File: config.mk
export PLATFORM = sky130hd
export DESIGN_NAME = fsm_div_chain
export DESIGN_NICKNAME = d
export VERILOG_FILES = /design/src/rtl/fsm_div_chain.sv
export SDC_FILE = /design/constraint.sdc
export NUM_CORES = 1
export LEC_CHECK = 0
export BUFFER_PORTS_ARGS = -buffer_cell sky130_fd_sc_hd__buf_2
export CAP_MARGIN = 20
export CORE_UTILIZATION = 40
export CTS_BUF_LIST = sky130_fd_sc_hd__clkbuf_2
export DETAILED_ROUTE_END_ITERATION = 8
export PLACE_DENSITY = 0.68
export SYNTH_ARGS = -nofsm -noshare
export SYNTH_HDL_FRONTEND = slang
export SYNTH_SLANG_ARGS = --single-unit
File: constraint.sdc
create_clock -name clk -period 3.7 [get_ports clk]
set_clock_uncertainty 0.05 [all_clocks]
set_input_delay 0.37 -clock clk [delete_from_list [all_inputs] [get_ports clk]]
set_output_delay 0.37 -clock clk [all_outputs]
set_load 0.02 [all_outputs]
File: src/rtl/fsm_div_chain.sv
// Operand-entry FSM with a debounced centre button feeding an iterative
// restoring divider that evaluates op0/op1/.../op(N-1) with truncation toward zero.
module fsm_div_chain #(
    parameter int DATA_W         = 8,
    parameter int NUM_OPS        = 4,
    parameter int DEBOUNCE_TICKS = 32,
    localparam int IDX_W         = (NUM_OPS > 2) ? $clog2(NUM_OPS) : 1
) (
    input  logic              clk,
    input  logic              btn_reset_in,
    input  logic              btn_c_in,
    input  logic [DATA_W-1:0] SW,
    input  logic              mode_rem,
    output logic [DATA_W-1:0] disp_value,
    output logic [IDX_W-1:0]  op_idx,
    output logic              busy,
    output logic              valid_out_LED,
    output logic [1:0]        err_code
);
    localparam int CNT_W = (DEBOUNCE_TICKS > 1) ? $clog2(DEBOUNCE_TICKS) : 1;
    localparam int CYC_W = $clog2(DATA_W + 2);
    localparam logic [CNT_W-1:0]  CNT_LAST  = CNT_W'(DEBOUNCE_TICKS - 1);
    localparam logic [CYC_W-1:0]  CYC_LAST  = CYC_W'(DATA_W + 1);
    localparam logic [IDX_W-1:0]  K_LAST    = IDX_W'(NUM_OPS - 1);
    localparam logic [IDX_W-1:0]  STEP_LAST = IDX_W'(NUM_OPS - 2);
    localparam logic [DATA_W-1:0] MIN_VAL   = {1'b1, {(DATA_W-1){1'b0}}};

    typedef enum logic [1:0] {ST_ENTRY, ST_CALC, ST_DONE, ST_ERROR} state_t;

    logic [1:0]       sync_q, sync_d;
    logic             lvl_q, lvl_d;
    logic [CNT_W-1:0] cnt_q, cnt_d;
    logic             press_q, press_d;

    always_comb begin
        sync_d  = {sync_q[0], btn_c_in};
        lvl_d   = lvl_q;
        cnt_d   = '0;
        press_d = 1'b0;
        if (sync_q[1] != lvl_q) begin
            if (cnt_q == CNT_LAST) begin
                lvl_d   = sync_q[1];
                press_d = sync_q[1];
            end else begin
                cnt_d = cnt_q + 1'b1;
            end
        end
    end

    state_t            state_q, state_d;
    logic [IDX_W-1:0]  k_q, k_d, step_q, step_d;
    logic [DATA_W-1:0] op_q [NUM_OPS];
    logic [DATA_W-1:0] op_d [NUM_OPS];
    logic [DATA_W-1:0] acc_q, acc_d, quo_q, quo_d, rem_q, rem_d, dmag_q, dmag_d;
    logic              neg_quo_q, neg_quo_d, neg_rem_q, neg_rem_d, mode_q, mode_d;
    logic [CYC_W-1:0]  cyc_q, cyc_d;
    logic [DATA_W-1:0] disp_q, disp_d;
    logic              valid_q, valid_d;
    logic [1:0]        err_q, err_d;

    logic [IDX_W-1:0]  div_idx;
    logic [DATA_W-1:0] divisor, q_signed, r_signed;
    logic [DATA_W:0]   trial;

    always_comb begin
        state_d   = state_q;
        k_d       = k_q;
        step_d    = step_q;
        op_d      = op_q;
        acc_d     = acc_q;
        quo_d     = quo_q;
        rem_d     = rem_q;
        dmag_d    = dmag_q;
        neg_quo_d = neg_quo_q;
        neg_rem_d = neg_rem_q;
        mode_d    = mode_q;
        cyc_d     = cyc_q;
        disp_d    = disp_q;
        valid_d   = valid_q;
        err_d     = err_q;
        div_idx   = step_q + 1'b1;
        divisor   = op_q[div_idx];
        trial     = {rem_q, quo_q[DATA_W-1]} - {1'b0, dmag_q};
        q_signed  = neg_quo_q ? -quo_q : quo_q;
        r_signed  = neg_rem_q ? -rem_q : rem_q;

        case (state_q)
            ST_ENTRY: begin
                if (press_q) begin
                    op_d[k_q] = SW;
                    disp_d    = SW;
                    if (k_q == K_LAST) begin
                        k_d     = '0;
                        step_d  = '0;
                        cyc_d   = '0;
                        mode_d  = mode_rem;
                        acc_d   = op_q[0];
                        state_d = ST_CALC;
                    end else begin
                        k_d = k_q + 1'b1;
                    end
                end
            end
            ST_CALC: begin
                if (cyc_q == '0) begin
                    // Setup: reject illegal divisions before any iteration runs.
                    if (divisor == '0) begin
                        state_d = ST_ERROR;
                        err_d   = 2'd1;
                        valid_d = 1'b1;
                        disp_d  = '0;
                    end else if (acc_q == MIN_VAL && divisor == '1) begin
                        state_d = ST_ERROR;
                        err_d   = 2'd2;
                        valid_d = 1'b1;
                        disp_d  = '0;
                    end else begin
                        quo_d     = acc_q[DATA_W-1] ? -acc_q : acc_q;
                        dmag_d    = divisor[DATA_W-1] ? -divisor : divisor;
                        rem_d     = '0;
                        neg_quo_d = acc_q[DATA_W-1] ^ divisor[DATA_W-1];
                        neg_rem_d = acc_q[DATA_W-1];
                        cyc_d     = cyc_q + 1'b1;
                    end
                end else if (cyc_q == CYC_LAST) begin
                    if (step_q == STEP_LAST) begin
                        state_d = ST_DONE;
                        valid_d = 1'b1;
                        disp_d  = mode_q ? r_signed : q_signed;
                    end else begin
                        acc_d  = q_signed;
                        step_d = step_q + 1'b1;
                        cyc_d  = '0;
                    end
                end else begin
                    // Restoring step: quo_q shifts dividend bits out and quotient bits in.
                    if (!trial[DATA_W]) begin
                        rem_d = trial[DATA_W-1:0];
                        quo_d = {quo_q[DATA_W-2:0], 1'b1};
                    end else begin
                        rem_d = {rem_q[DATA_W-2:0], quo_q[DATA_W-1]};
                        quo_d = {quo_q[DATA_W-2:0], 1'b0};
                    end
                    cyc_d = cyc_q + 1'b1;
                end
            end
            ST_DONE, ST_ERROR: begin
                if (press_q) begin
                    state_d = ST_ENTRY;
                    k_d     = '0;
                    op_d    = '{default: '0};
                    valid_d = 1'b0;
                    err_d   = 2'd0;
                    disp_d  = '0;
                end
            end
            default: state_d = ST_ENTRY;
        endcase
    end

    always_ff @(posedge clk) begin
        if (btn_reset_in) begin
            sync_q    <= '0;
            lvl_q     <= 1'b0;
            cnt_q     <= '0;
            press_q   <= 1'b0;
            state_q   <= ST_ENTRY;
            k_q       <= '0;
            step_q    <= '0;
            op_q      <= '{default: '0};
            acc_q     <= '0;
            quo_q     <= '0;
            rem_q     <= '0;
            dmag_q    <= '0;
            neg_quo_q <= 1'b0;
            neg_rem_q <= 1'b0;
            mode_q    <= 1'b0;
            cyc_q     <= '0;
            disp_q    <= '0;
            valid_q   <= 1'b0;
            err_q     <= 2'd0;
        end else begin
            sync_q    <= sync_d;
            lvl_q     <= lvl_d;
            cnt_q     <= cnt_d;
            press_q   <= press_d;
            state_q   <= state_d;
            k_q       <= k_d;
            step_q    <= step_d;
            op_q      <= op_d;
            acc_q     <= acc_d;
            quo_q     <= quo_d;
            rem_q     <= rem_d;
            dmag_q    <= dmag_d;
            neg_quo_q <= neg_quo_d;
            neg_rem_q <= neg_rem_d;
            mode_q    <= mode_d;
            cyc_q     <= cyc_d;
            disp_q    <= disp_d;
            valid_q   <= valid_d;
            err_q     <= err_d;
        end
    end

    assign disp_value    = disp_q;
    assign op_idx        = k_q;
    assign busy          = (state_q == ST_CALC);
    assign valid_out_LED = valid_q;
    assign err_code      = err_q;
endmodule

==> results of run 1 <==
==> cell families (layout without fill, tap and decap cells) <==
logic type               count (synthesis)  count (layout)  synth area share
AO/OA/AOI/OAI                          155             155             0.209
AND/OR/NAND/NOR                        210             211             0.189
flip-flops                              97              97             0.371
adder cells (fa/ha/maj)                 24              24            0.0588
buffers and inverters                   65              83            0.0511
XOR/XNOR                                31              31            0.0519
multiplexers                            27              27            0.0691
==> metal layers <==
metal / global-route usage / vias to the layer above / share of wire
li1: - / 2206 / -
met1: 0.279 / 2150 / 0.47
met2: 0.336 / 110 / 0.47
met3: 0.0228 / 21 / 0.034
met4: 0.0863 / 0 / 0.022
met5: 0 / - / 0
==> metrics by stage <==
step / hold WS [ns] / util / cell area [um^2] / setup WS, ns / power (mW)
2_1_floorplan: 0.364 / - / 5240 / 0.545 / 1.21
3_3_place_gp: 0.368 / 0.430 / 5450 / 0.363 / 1.26
3_5_place_dp: 0.380 / 0.430 / 5450 / 0.262 / 1.26
4_1_cts: 0.00122 / 0.444 / 5620 / 0.202 / 1.76
5_1_grt: 0.00266 / 0.449 / 5680 / 0.0600 / 1.83
6_report: 0.0452 / 0.449 / 5680 / 0.229 / 1.76
==> worst register-to-register path, cell delays in order, from the launching register on <==
cell	delay (ns)
dfxtp_1	0.41
inv_1	0.07
ha_1	0.45
mux4_2	0.39
inv_1	0.10
ha_1	0.19
nand2_1	0.06
o22a_1	0.25
nor4b_4	0.49
o21ai_0	0.43
nor3_1	0.35
a31oi_1	0.07
nor2_1	0.11
==> what timing repair did <==
item	in CTS	in global routing
gates resized for setup	0	3
endpoints found under the hold margin	14	0
setup buffers	0	4
setup endpoints to repair	0	22
hold buffers	7	0
==> area by class of cell <==
cell class,count,area share
clock buffer,9,0.00792
clock inverter,7,0.0103
inverter,25,0.0165
multi-input combinational,448,0.538
sequential,97,0.342
tap,172,0.0379
timing repair buffer,42,0.0475
==> registers in the layout (all words and copies together), names as in the netlist, 2 cells and up <==
signal      cells
rem_q           8
state_q         2
op_q           32
disp_value      8
err_code        2
op_idx          2
sync_q          2
cnt_q           5
acc_q           8
quo_q           8
cyc_q           4
dmag_q          8
step_q          2
==> power by group through the flow <==
stage                     clock network [mW]  registers (mW)  logic, mW
final                                  0.502            1.08      0.178
after global routing                   0.553            1.08      0.194
after CTS                              0.514            1.08      0.169
after detailed placement                   0            1.10      0.163
after global placement                     0            1.10      0.160
after floorplan                            0            1.10      0.109
==> cells in the final DEF, fill, tap and decap left out, types with 3 or more instances in the layout <==
cell type / synthesis / layout
o21ai_1: 4 / 3
a21oi_1: 28 / 28
and2_1: 5 / 5
buf_2: 4 / 25
and3_1: 5 / 5
inv_6: 0 / 4
clkbuf_2: 0 / 9
buf_4: 1 / 10
mux2_2: 3 / 3
xnor2_1: 16 / 16
o21a_1: 4 / 4
xor2_1: 15 / 15
a22oi_1: 26 / 26
nand2_1: 47 / 47
mux2i_1: 17 / 17
nand3_1: 12 / 12
dlygate4sd3_1: 0 / 7
a22o_1: 7 / 7
a21boi_0: 3 / 3
inv_1: 25 / 25
or4_1: 3 / 3
a32oi_1: 7 / 7
nand2b_1: 9 / 9
o211ai_1: 8 / 8
dfxtp_1: 97 / 97
o31ai_1: 8 / 8
o21ai_0: 14 / 14
ha_1: 23 / 23
o2bb2ai_1: 6 / 6
nor3_1: 9 / 9
a31oi_1: 3 / 3
a211oi_1: 23 / 23
mux4_2: 7 / 7
nor2_1: 90 / 90
a32o_1: 4 / 4
nor2b_1: 15 / 14
==> how the worst min path moves through the flow <==
stage	startpoint	endpoint	depth (start not counted)	slack (ns)
floorplan	sync_q[0]	sync_q[1]	1	0.36
global placement	sync_q[0]	sync_q[1]	1	0.37
detailed placement	sync_q[0]	sync_q[1]	1	0.38
CTS	SW[5]	op_q[13]	3	0.001
global route	SW[3]	op_q[3]	2	0.003
finish	SW[5]	op_q[13]	3	0.05
==> qor.csv, run 1 <==
metric,value,unit
synth_edf_count,0,
endpoint,err_code[1],
coreArea,12700,um^2
worstPathArrival,3.99,ns
power.leakage,2.16,nW
synth.top_cell.area_share,0.371,
status,completed,
setup_viol,0,
cp-end-kind,flip-flop,
synth_cells,609,
p_sw_frac,0.305,
synth_most_common_cell,dfxtp_1,
start_kind,flip-flop,
async_flop_share,0,
vias,4487,
grt_pass1_wl,21600,um
syn_nets,645,
rr_worst_depth,12,
cts_buffers,9,
power.switching,0.536,mW
cp_cell_sequence,"inv_1, ha_1, mux4_2, inv_1, ha_1, nand2_1, o22a_1, nor4b_4, o21ai_0, nor3_1, a31oi_1, nor2_1",
area_growth,8.58,%
cp.depth,12,
period_minus_slack,3.47,ns
grt_pass1_vias,4228,
final_cell_count_no_fill,800,
synth_area_leaders,"dfxtp_1 (37%), nor2_1 (6.5%), ha_1 (5.5%)",
placement.io_buffers,25,
peakVddDrop,0.174,mV
crit_buf_inv,2,
reg2reg_slack,0.23,ns
drtIter0Drc,283,
clockPowerShare,0.285,
startpoint,step_q[0],
die_area,13500,um^2
ys_ff_latch,97,
cpPeakStageDelay,0.49,ns
regArea,1940,um^2
clock_sinks,97,
hpwl,9760,um
slew_viol_final,0,
multi_input_area,3060,um^2
path_clk_slew,0.31,ns
fp.dieH,116,um
clkLatencyLatePin,0.61,ns
min_path_type,primary input to flip-flop,
h-tree-depth,3,
via_per_inst,5.61,
internal-power,1.22,mW
fin_tns_setup,0,ns
maxCapViolCount,0,
diodes,0,
slowest_stage,nor4b_4,
crit_fanout,8,
gp_congestion,0.896,
clockBufferDepth,2,
synth-warning-count,0,
wl_per_cell,16.6,um
netlist_top_cells_count,"dfxtp_1 (97), nor2_1 (90), nand2_1 (47)",
die-width,116,um
synth_top_area_cell,dfxtp_1,
worstMarginPinSlew,0.902,ns
cts_tree,yes,
yosysSeqAreaShare,0.371,
powerDensity,309,nW/um^2
start_util,0.413,
seq_power_share,0.614,
reg2reg_from,step_q[0],
drive_above_1_share,0.110,
path_delay_family,simple AND/OR/NAND/NOR gates,
slew_headroom,0.394,
avgSynthCellArea,8.60,um^2
yosysUniqueCellTypes,55,
overflow,0,
cp.required,4.22,ns
hold_violations,0,
drcViolationCount,0,
finalCritPeriodShare,0.938,
r2r_end,err_code[1],
grtUsageTotal,0.207,
dp_cells,771,
grt_setup_unrepaired,false,
ant_nets,0,
synth_flop_cell,dfxtp_1,
netlist_area,5240,um^2
drt_wl_total,13300,um
rows,41,
max_freq,288,MHz
nFillCells,1258,
cts-root-buf,clkbuf_2,
path_class,flip-flop to flip-flop,
pin_count,26,
nets,659,
comb_power_share,0.101,
antenna_found_initial,0,
firstDrtPassIters,5,
grt_max_degree,36,
Power figures use the tool's default switching activity.
==> inputs of run 2 (changes only) <==
--- a/config.mk
+++ b/config.mk
@@ -7,10 +7,12 @@
 export LEC_CHECK = 0
 export BUFFER_PORTS_ARGS = -buffer_cell sky130_fd_sc_hd__buf_2
 export CAP_MARGIN = 20
+export CELL_PAD_IN_SITES_DETAIL_PLACEMENT = 0
+export CELL_PAD_IN_SITES_GLOBAL_PLACEMENT = 1
 export CORE_UTILIZATION = 40
 export CTS_BUF_LIST = sky130_fd_sc_hd__clkbuf_2
 export DETAILED_ROUTE_END_ITERATION = 8
-export PLACE_DENSITY = 0.68
+export PLACE_DENSITY = 0.81
 export SYNTH_ARGS = -nofsm -noshare
 export SYNTH_HDL_FRONTEND = slang
 export SYNTH_SLANG_ARGS = --single-unit
==> run 2 against run 1 <==
Via count shrank 0.87%. Clock power grew 20%. Total power grew 5.4%. Critical path type unchanged.
==> qor.csv, run 2 (synthesis results as in run 1) <==
metric,value,unit,change
start_kind,flip-flop,,
path_clk_slew,0.27,ns,-0.04 ns
gp_congestion,0.885,,-1.2%
grtUsageTotal,0.215,,+0.00861
diodes,0,,unchanged
via_per_inst,5.59,,-0.37%
grt_max_degree,36,,unchanged
grt_pass1_vias,4341,,+2.7%
hpwl,10000,um,+2.4%
worstPathArrival,3.93,ns,-0.06 ns
rows,41,,unchanged
slew_viol_final,0,,unchanged
fp.dieH,116,um,unchanged
placement.io_buffers,25,,unchanged
status,completed,,
period_minus_slack,3.42,ns,-0.0463 ns
slew_headroom,0.280,,-0.113
maxCapViolCount,0,,unchanged
drcViolationCount,0,,unchanged
finalCritPeriodShare,0.926,,-0.0125
clockPowerShare,0.326,,+0.041
seq_power_share,0.581,,-0.033
powerDensity,326,nW/um^2,+5.5%
final_cell_mix,"dfxtp_1 (97), nor2_1 (90), nand2_1 (47)",,
clockBufferDepth,2,,unchanged
h-tree-depth,3,,unchanged
power.switching,0.515,mW,-3.9%
layout_commonest_cell,dfxtp_1,,
power.leakage,2.15,nW,about the same
firstDrtPassIters,5,,unchanged
final_area,5680,um^2,about the same
largest_register_ffs,32,,unchanged
regMostFlops,op_q,,
crit_fanout,9,,+1
wl_per_cell,16.8,um,+1.2%
cts_setup_buffers,0,,unchanged
internal-power,1.34,mW,+9.5%
coreArea,12700,um^2,unchanged
cts_tree,yes,,
cp.required,4.21,ns,about the same
drive_above_1_share,0.0994,,-0.0105
peakVddDrop,0.220,mV,+26%
max_freq,292,MHz,+1.4%
comb_power_share,0.094,,-0.007
vias,4448,,-0.87%
cts_buffers,9,,unchanged
clkLatencyLatePin,0.63,ns,+0.02 ns
fin_tns_setup,0,ns,unchanged
ant_nets,0,,unchanged
overflow,0,,unchanged
area_growth,8.48,%,about the same
clock_sinks,97,,unchanged
die-width,116,um,unchanged
drtIter0Drc,254,,-10%
power,1.85,mW,+5.4%
antenna_found_initial,0,,unchanged
pin_count,26,,unchanged
setup_viol,0,,unchanged
path_class,flip-flop to flip-flop,,
nets,655,,-0.61%
drt_wl_total,13400,um,+0.72%
grt_setup_unrepaired,false,,
min_path_type,primary input to flip-flop,,
die_area,13500,um^2,unchanged
cts-root-buf,clkbuf_2,,
hold_violations,0,,unchanged
start_util,0.413,,unchanged
worstMarginPinSlew,1.08,ns,+0.173 ns
nFillCells,1254,,-0.32%
cp-end-kind,flip-flop,,
p_sw_frac,0.278,,-0.0269
grt_pass1_wl,22200,um,+2.5%
dpl_cell_area,5450,um^2,unchanged
run 2: cell count changes in the layout (fill, tap and decap cells not counted), sizes merged:
cell / delta
buf: -4
clkinvlp: +1
clkinv: +2
inv: -5
nor4: -1
bufinv: +2
dlygate4sd3: +1
run 2: cell type report:
cell class / count / area, um^2 / area share
Sequential cell: 97 / 1940 / 0.342
Multi-Input combinational cell: 447 / 3030 / 0.534
Clock inverter: 7 / 95.1 / 0.0167
Tap cell: 172 / 215 / 0.0379
Inverter: 25 / 93.8 / 0.0165
Timing Repair Buffer: 39 / 254 / 0.0447
Clock buffer: 9 / 45.0 / 0.00793
run 2: power by group through the flow:
stage | Combinational (mW) | Sequential, mW | Clock (mW)
3_5_place_dp | 0.165 | 1.09 | 0
2_1_floorplan | 0.109 | 1.10 | 0
4_1_cts | 0.172 | 1.08 | 0.620
6_report | 0.174 | 1.08 | 0.604
5_1_grt | 0.190 | 1.08 | 0.658
3_3_place_gp | 0.164 | 1.09 | 0
run 2: metrics by stage:
stage / hold WS (ns) / worst slack (ns) / instances / utilization
floorplan: 0.364 / 0.545 / 609 / -
global placement: 0.365 / 0.389 / 771 / 0.430
detailed placement: 0.397 / 0.250 / 771 / 0.430
CTS: 0.0140 / 0.219 / 795 / 0.447
global route: 0.0294 / 0.0599 / 796 / 0.448
finish: 0.0684 / 0.275 / 796 / 0.448
run 2: critical path, cell delays in order, from the launching register on:
cell and delay [ns]:
dfxtp_1 0.39, inv_1 0.07, ha_1 0.42, buf_4 0.19, mux2_2 0.36, mux2i_1 0.31, nor4_1 0.18, o21ai_1 0.38
nor2b_1 0.65, nor2_4 0.12, a32o_1 0.24
run 2: timing repair:
action / 4_1_cts / 5_1_grt
gates resized for setup: 0 / 0
hold endpoints to repair: 11 / 0
hold buffers: 8 / 0
run 2: path summary, 6_finish.rpt:
kind              from         to  slack (ns)  cells past startpoint
min              SW[6]    op_q[6]        0.07                      2
max reg2reg  step_q[0]   rem_q[1]        0.28                     10
max          step_q[0]   rem_q[1]        0.28                     10
min reg2reg  sync_q[0]  sync_q[1]        0.43                      1
run 2: layer usage:
metal  routed length, um  GRT usage  up-vias
li1                    -          -     2189
met1                6060      0.292     2108
met2                6140      0.342      131
met3                 889     0.0306       20
met4                 280     0.0923        0
met5                   0          0        -
